===== src/rtl/pipe_stage_reg.sv =====
// Generic pipeline boundary register: payload + valid, stall/bubble/flush handling, perf counters.
// Optional payload parity checking is enabled by defining PIPE_STAGE_REG_PARITY_EN.
module pipe_stage_reg #(
    parameter int unsigned DATA_W    = 76,
    parameter logic [DATA_W-1:0] NOP_VALUE = {DATA_W{1'b0}},
    parameter int unsigned STALL_W   = 6,
    parameter int unsigned STAGE_IDX = 2,
    parameter int unsigned CNT_W     = 16
) (
    input  logic               clk,
    input  logic               rst_n,
    input  logic [STALL_W-1:0] stall,
    input  logic               flush,
    input  logic               in_valid,
    input  logic [DATA_W-1:0]  in_data,
    output logic               out_valid,
    output logic [DATA_W-1:0]  out_data,
    output logic [CNT_W-1:0]   bubble_cnt,
    output logic [CNT_W-1:0]   hold_cnt,
    output logic               par_err
);

    generate
        if (STAGE_IDX > STALL_W - 2) begin : g_bad_stage_idx
            $error("pipe_stage_reg: STAGE_IDX %0d out of range 0..%0d", STAGE_IDX, STALL_W - 2);
        end
    endgenerate

    typedef enum logic [1:0] {
        OP_ADVANCE,
        OP_HOLD,
        OP_BUBBLE,
        OP_FLUSH
    } op_e;

    logic              up, dn;
    op_e               op;
    logic              valid_q, valid_d;
    logic [DATA_W-1:0] data_q,  data_d;
    logic [CNT_W-1:0]  bubble_q, bubble_d;
    logic [CNT_W-1:0]  hold_q,   hold_d;

    assign up = stall[STAGE_IDX];
    assign dn = stall[STAGE_IDX+1];

    // Flush beats everything; a downstream stall freezes us whatever upstream does.
    always_comb begin
        op = OP_ADVANCE;
        if (flush)         op = OP_FLUSH;
        else if (up && !dn) op = OP_BUBBLE;
        else if (dn)       op = OP_HOLD;
    end

    always_comb begin
        valid_d  = valid_q;
        data_d   = data_q;
        bubble_d = bubble_q;
        hold_d   = '0;
        case (op)
            OP_FLUSH: begin
                valid_d = 1'b0;
                data_d  = NOP_VALUE;
            end
            OP_BUBBLE: begin
                valid_d  = 1'b0;
                data_d   = NOP_VALUE;
                bubble_d = (&bubble_q) ? bubble_q : bubble_q + 1'b1;
            end
            OP_HOLD: begin
                hold_d = (&hold_q) ? hold_q : hold_q + 1'b1;
            end
            default: begin
                valid_d = in_valid;
                data_d  = in_data;
            end
        endcase
    end

    always_ff @(posedge clk or negedge rst_n) begin
        if (!rst_n) begin
            valid_q  <= 1'b0;
            data_q   <= NOP_VALUE;
            bubble_q <= '0;
            hold_q   <= '0;
        end else begin
            valid_q  <= valid_d;
            data_q   <= data_d;
            bubble_q <= bubble_d;
            hold_q   <= hold_d;
        end
    end

    assign out_valid  = valid_q;
    assign out_data   = data_q;
    assign bubble_cnt = bubble_q;
    assign hold_cnt   = hold_q;

`ifdef PIPE_STAGE_REG_PARITY_EN
    logic par_q, par_d;
    logic par_err_q, par_err_d;

    always_comb begin
        par_d = par_q;
        case (op)
            OP_ADVANCE: par_d = ^in_data;
            OP_HOLD:    par_d = par_q;
            default:    par_d = ^NOP_VALUE;
        endcase
        // Checked against the driven output so corruption on the bus is caught too.
        par_err_d = (^out_data) != par_q;
    end

    always_ff @(posedge clk or negedge rst_n) begin
        if (!rst_n) begin
            par_q     <= ^NOP_VALUE;
            par_err_q <= 1'b0;
        end else begin
            par_q     <= par_d;
            par_err_q <= par_err_d;
        end
    end

    assign par_err = par_err_q;
`else
    assign par_err = 1'b0;
`endif

endmodule


===== config.mk =====
export PLATFORM = sky130hd
export DESIGN_NAME = pipe_stage_reg
export DESIGN_NICKNAME = d
export VERILOG_FILES = /design/src/rtl/pipe_stage_reg.sv
export SDC_FILE = /design/constraint.sdc
export NUM_CORES = 1
export LEC_CHECK = 0
export ABC_AREA = 1
export BUFFER_PORTS_ARGS = -buffer_cell sky130_fd_sc_hd__buf_2
export CORE_MARGIN = 2
export CORE_UTILIZATION = 51
export CTS_BUF_LIST = sky130_fd_sc_hd__clkbuf_2 sky130_fd_sc_hd__clkbuf_4 sky130_fd_sc_hd__clkbuf_8
export CTS_CLUSTER_SIZE = 12
export DETAILED_ROUTE_END_ITERATION = 8
export HOLD_SLACK_MARGIN = 0.12
export PLACE_DENSITY = 0.88
export SLEW_MARGIN = 5
export SYNTH_ARGS = -nofsm -noshare
export SYNTH_HDL_FRONTEND = slang
export SYNTH_SLANG_ARGS = --single-unit

===== constraint.sdc =====
create_clock -name clk -period 1.75 [get_ports clk]
set_input_delay 0.175 -clock clk [delete_from_list [all_inputs] [get_ports clk]]
set_output_delay 0.175 -clock clk [all_outputs]
set_load 0.02 [all_outputs]

==> results of run 1 <==
-- logic make-up (layout without fill, tap and decap cells) --
group                      after synthesis  count (layout)  share of synthesized area
DFF                                    109             109                      0.542
and+or+nand+nor                        427             427                      0.370
buffers and inverters                   53             320                     0.0477
other                                    1               3                   0.000745
AOI/OAI and AO/OA                       12              12                     0.0211
adders and majority gates                2               2                    0.00497
xor gates and xnor gates                 8               8                     0.0139
-- routing by layer --
| metal | vias up | global-route usage | routed length, um |
|---|---|---|---|
| li1 | 2477 | - | - |
| met1 | 2530 | 0.365 | 5810 |
| met2 | 307 | 0.486 | 8110 |
| met3 | 69 | 0.0625 | 1130 |
| met4 | 0 | 0.172 | 760 |
| met5 | - | 0 | 0 |
-- tightest hold or removal path, cell delays in order --
cell and delay (ns):
buf_2 0.20, nor3_1 0.08, nand2_1 0.05, nand2_1 0.04
-- synth_stat cells (all sizes together) --
cell type	instances	area share
a21oi	1	0.0017
and2	2	0.0027
buf	18	0.022
clkbuf	12	0.0089
conb	1	0.00074
dfrtp	109	0.54
ha	2	0.0050
inv	23	0.017
nand2	258	0.20
nand3	114	0.12
nand4	11	0.014
nor2	33	0.030
nor3	3	0.0030
o21ai	9	0.016
o21bai	2	0.0030
or2	6	0.0075
xor2	8	0.014
-- worst max path at each step --
| stage | end | slack, ns | from | depth (start not counted) |
|---|---|---|---|---|
| 3_5_place_dp | bubble_cnt[8] | 0.07 | bubble_cnt[1] | 8 |
| 2_1_floorplan | bubble_cnt[9] | 0.11 | bubble_cnt[0] | 9 |
| 5_1_grt | bubble_cnt[8] | 0.02 | bubble_cnt[1] | 8 |
| 4_1_cts | bubble_cnt[8] | 0.06 | bubble_cnt[1] | 8 |
| 3_3_place_gp | bubble_cnt[7] | 0.15 | bubble_cnt[1] | 8 |
| 6_report | bubble_cnt[8] | 0.16 | bubble_cnt[1] | 8 |
-- power by group through the flow --
stage / clock network (uW) / registers [uW] / logic [uW]
after floorplan: 0 / 3100 / 427
after global placement: 0 / 2890 / 1070
after detailed placement: 0 / 2890 / 1090
after CTS: 1670 / 2850 / 1220
after global routing: 1790 / 2880 / 1360
final: 1660 / 2860 / 1260
-- flip-flops by register name (all words and copies together) (netlist names) --
register,cells
out_valid,1
hold_cnt,16
bubble_cnt,16
out_data,76
-- stage by stage --
stage / utilization / hold slack (ns) / instance area [um^2] / setup WS (ns)
floorplan: - / -0.121 / 5040 / 0.112
global placement: 0.633 / 0.296 / 6130 / 0.154
detailed placement: 0.633 / 0.295 / 6130 / 0.0686
CTS: 0.736 / 0.214 / 7120 / 0.0562
global route: 0.738 / 0.221 / 7150 / 0.0155
finish: 0.738 / 0.232 / 7150 / 0.162
-- layout make-up --
cell class	count	area share
sequential	109	0.382
tap	133	0.0233
timing repair buffer	281	0.260
inverter	23	0.0121
multi-input combinational	450	0.293
clock inverter	7	0.0124
clock buffer	9	0.0173
antenna	2	0.000700
-- repair_timing --
item / 4_1_cts / 5_1_grt
buffers inserted: 0 / 1
endpoints found under the hold margin: 186 / 0
hold buffers: 78 / 0
setup endpoints to repair: 0 / 22
resized for setup: 0 / 3
==> impl_results.md, run 1 <==
* Worst hold stages at 4
* Cells on worst reg2reg path at 8
* Avg Cell Area, Syn at 8.23 um^2
* Setup TNS at 0 ns
* Sequential element share of the synthesized area at 0.542
* Number of remaining DRC errors at 0
* Synthesized net count at 700
* RSZ-0062 raised after global routing: no
* Synth warn at 0
* Startpoint class of the critical path: register
* Most frequent cells in the layout: 250 x nand2_1, 189 x buf_2, 112 x nand3_1
* Worst setup EP type: register
* DR iter-0 viols at 346
* DIE HEIGHT at 103 um
* CTS tree: yes
* VDD IR-drop max at about 0.43 mV
* Clk sinks at between 100 and 150
* Switching power total at ~1900 uW
* Initial antenna violation count at 2
* Die area at roughly 11000 um^2
* Worst Hold Launch: flush
* Final cell count without fillers at about 1000
* Synth Instances at ~610
* CP required at between 2 and 2.5 ns
* CP top delay family: simple AND/OR/NAND/NOR gates
* CP max stage delay at ~0.43 ns
* Fill cells at 682
* Die X at between 100 and 150 um
* Register area at 2730 um^2
* Top-Level Pins at slightly below 200
* Worst hold path type: primary input to register
* Maximum clock insertion buffer count at 2
* GRT overflow at 0
* Critical Path Slowest Stage Cell: dfrtp_1
* Leak at a little over 0.004 uW
* Post-detail-place hpwl at 8760 um
* Final period util at 0.907
* Outcome: completed
* Largest net degree at the start of global routing at 110
* Routed len/inst at 15.6 um
* H-tree Lvls at 3
* PwrDens at just over 800 nW/um^2
* Switching Fraction at 0.328
* Initial Util at 0.520
* Flop2flop setup slack at 0.16 ns
* Placed insts at 917
* Yosys reg bits at 109
* Worst reg2reg path startpoint: bubble_cnt[1]
* Final Max Slew Viols at 0
* Arrival time of the worst setup path at between 1.5 and 2 ns
* Hold EP: hold_cnt[0]
* P&R area growth vs syn at 41.9%
* Clock skew at 0.0184 ns
* Clock Power Share at 0.287
* Tmin final at 1.59 ns
* Max Cap Viol at 0
* Synth cell types at 29
* RR Endpoint: bubble_cnt[8]
* Final GP Congestion at 0.896
* Via count at 5383
* Worst Tran Pin Value at 0.571 ns
* DR vias/cell at 5.31
* Net count of the finished layout at 962
* Relative slew slack at 0.619
* Placeable Area at between 9000 and 10000 um^2
* IO buf count at 190
* Vias in the first global route at 5191
* CTS buffer count at 9
* Gate power share at 0.218
* Power Total at a little under 6000 uW
* ANT nets after route at 0
* Reg clk slew, reported paths at 0.10 ns
* GRT Util Overall at 0.297
* Cell internal pwr at around 3900 uW
* Final hold viol count at 0
* Row cnt at 36
* Multi-input gate area at 2090 um^2
* Global-route wire length before repair at 24700 um
* Critical path type: register to register
* DRT Pass-1 Iters at 5
* CP max FO at 22
* Most common cell after layout, fill and taps aside: nand2_1
* Sequential share of power at 0.495
* Share of cells above drive strength 1 at 0.287
* Mapped Area at 5040 um^2
* Routed WL at between 15000 and 20000 um
* Worst path bufs/invs at 1
* Root buffer cell: clkbuf_8
* Fmax at 630 MHz
* Final setup fails at 0
* Worst-skew pair later-pin latency at about 0.36 ns
* Worst-path cell chain: ha_2 -> inv_1 -> nor2_4 -> nand3_2 -> nand2_4 -> nand2_8 -> nand2_1 -> o21ai_2
Note: power is estimated with default switching activity, not from simulation.
==> inputs of run 2 (changes only) <==
Settings changed: BUFFER_PORTS_ARGS -buffer_cell sky130_fd_sc_hd__buf_2 to default, CORE_UTILIZATION 51 to 60, DONT_BUFFER_PORTS from default to 1, PLACE_DENSITY 0.88 to 0.81.
==> run 2 against run 1 <==
Register-to-register slack barely moved. Worst setup slack got worse by 0.0092 ns. Design area fell by 12%. Critical path depth did not move. Global-route usage rose by 1.3 points. Highest routed layer unchanged. The flow now finishes with violations (hold timing). Via count fell by 14%. Combinational power fell by 24%. Sequential share of layout area rose by 5.1 points. Maximum frequency fell by 0.57%.
==> impl_results.md, run 2 (synthesized netlist as in run 1, its figures left out) <==
* Largest net degree at the start of global routing at 110
* Final setup fails at 0
* DRT Pass-1 Iters at 7
* Relative slew slack at 0.611
* Arrival time of the worst setup path at 1.84 ns
* RSZ-0062 raised after global routing: no
* Die X at 95.6 um
* Max Cap Viol at 0
* Antenna diodes at 0
* Via count at 4630
* Hold slack at -0.515 ns
* Failing checks: hold timing
* Row cnt at 33
* Routed len/inst at 17.2 um
* Fill cells at 516
* Initial antenna violation count at 0
* CTS tree: yes
* Vias in the first global route at 4501
* GRT Util Overall at 0.310
* Reg clk slew, reported paths at about 0.11 ns
* Dpl ws at 0.170 ns
* P&R area growth vs syn at 25.1%
* Worst Tran Pin Value at 0.583 ns
* Initial Util at 0.616
* IO buf count at 0
* Top-Level Pins at 196
* Placeable Area at 8180 um^2
* CTS Hold Buffers Added at 79
* Maximum clock insertion buffer count at 2
* H-tree Lvls at 3
* Global-route wire length before repair at 21700 um
* Worst setup EP type: register
* Clk sinks at 109
* Critical path type: register to register
* Net count of the finished layout at about 800
* Clock skew at 0.0145 ns
* Outcome: complete, but fails checks
* DR vias/cell at 5.64
* Placed insts at 726
* Startpoint class of the critical path: register
* Worst-skew pair later-pin latency at 0.37 ns
* ANT nets after route at 0
* Routed WL at 14100 um
* Share of cells above drive strength 1 at 0.122
* Final period util at 0.913
* Number of remaining DRC errors at 0
* Most frequent cells in the layout: 250 x nand2_1, 112 x nand3_1, 109 x dfrtp_1
* Final hold viol count at 109
* DIE HEIGHT at 95.6 um
* CP required at 2.00 ns
* Final worst setup slack at 0.153 ns
* Die area at 9140 um^2
* Flip-flop count of the largest register after layout at between 70 and 80
* VDD IR-drop max at 0.560 mV
* # Post-CTS Setup Buffers at 0
* DR iter-0 viols at around 370
* Final Max Slew Viols at 0
* CTS buffer count at 9
* PwrDens at about 850 nW/um^2
* Worst hold path type: primary input to asynchronous set/reset pin
* CP max FO at 22
* Most common cell after layout, fill and taps aside: nand2_1
* Final cell count without fillers at 821
* Tmin final at 1.60 ns
* Leak at 0.00329 uW
* Setup TNS at 0 ns
* Post-detail-place hpwl at 8360 um
* Fmax at roughly 630 MHz
* Finished Core Util at 0.771
* Final GP Congestion at 0.881
* Root buffer cell: clkbuf_8
* GRT overflow at 0
## run 2: what timing repair did
action,in CTS,in global routing
setup endpoints to repair,0,10
resized for setup,0,1
hold endpoints to repair,195,109
## run 2: worst paths after layout
kind                           startpoint             end  slack [ns]  cells after the start
max in group asynchronous           rst_n    out_data[63]        2.11                      0
max                         bubble_cnt[1]   bubble_cnt[7]        0.15                      8
min in group clk                 stall[3]    hold_cnt[13]        0.19                      4
max reg2reg                 bubble_cnt[1]   bubble_cnt[7]        0.15                      8
min reg2reg                bubble_cnt[12]  bubble_cnt[12]        0.52                      1
min                                 rst_n   bubble_cnt[3]       -0.51                      0
## run 2: final cells by class
type	count	area, um^2	area share
clock buffers	10	131	0.0208
flip-flops and latches	109	2730	0.433
well taps	105	131	0.0208
repair buffers	118	1100	0.174
multi-input cells	450	2080	0.330
clock inverters	6	47.5	0.00755
inverters	23	86.3	0.0137
## run 2: critical path, cell delays in order (launching register included)
cell	delay (ns)
dfrtp_1	0.36
ha_1	0.26
inv_1	0.10
nor2_4	0.12
nand3_2	0.12
nand2_4	0.13
nand2_4	0.20
nand2_1	0.15
o21ai_2	0.05
## run 2: power breakdown
| group | leakage, uW | switching [uW] | internal [uW] |
|---|---|---|---|
| clock | 0.0000907 | 883 | 548 |
| sequential | 0.00147 | 265 | 2690 |
| combinational | 0.00173 | 562 | 397 |
## run 2: through the flow
stage | total power [uW] | instance area [um^2]
after floorplan | 3530 | 5040
after global placement | 3760 | 5330
after detailed placement | 3790 | 5330
after CTS | 5330 | 6300
after global routing | 5580 | 6300
final | 5340 | 6300
## run 2: metal layers
metal,wire [um],vias up,GRT usage,part of all wire
met2,7180,254,0.520,0.51
met1,5210,2179,0.372,0.37
li1,-,2150,-,-
met3,1320,47,0.0988,0.094
met5,0,-,0,0
met4,390,0,0.121,0.028
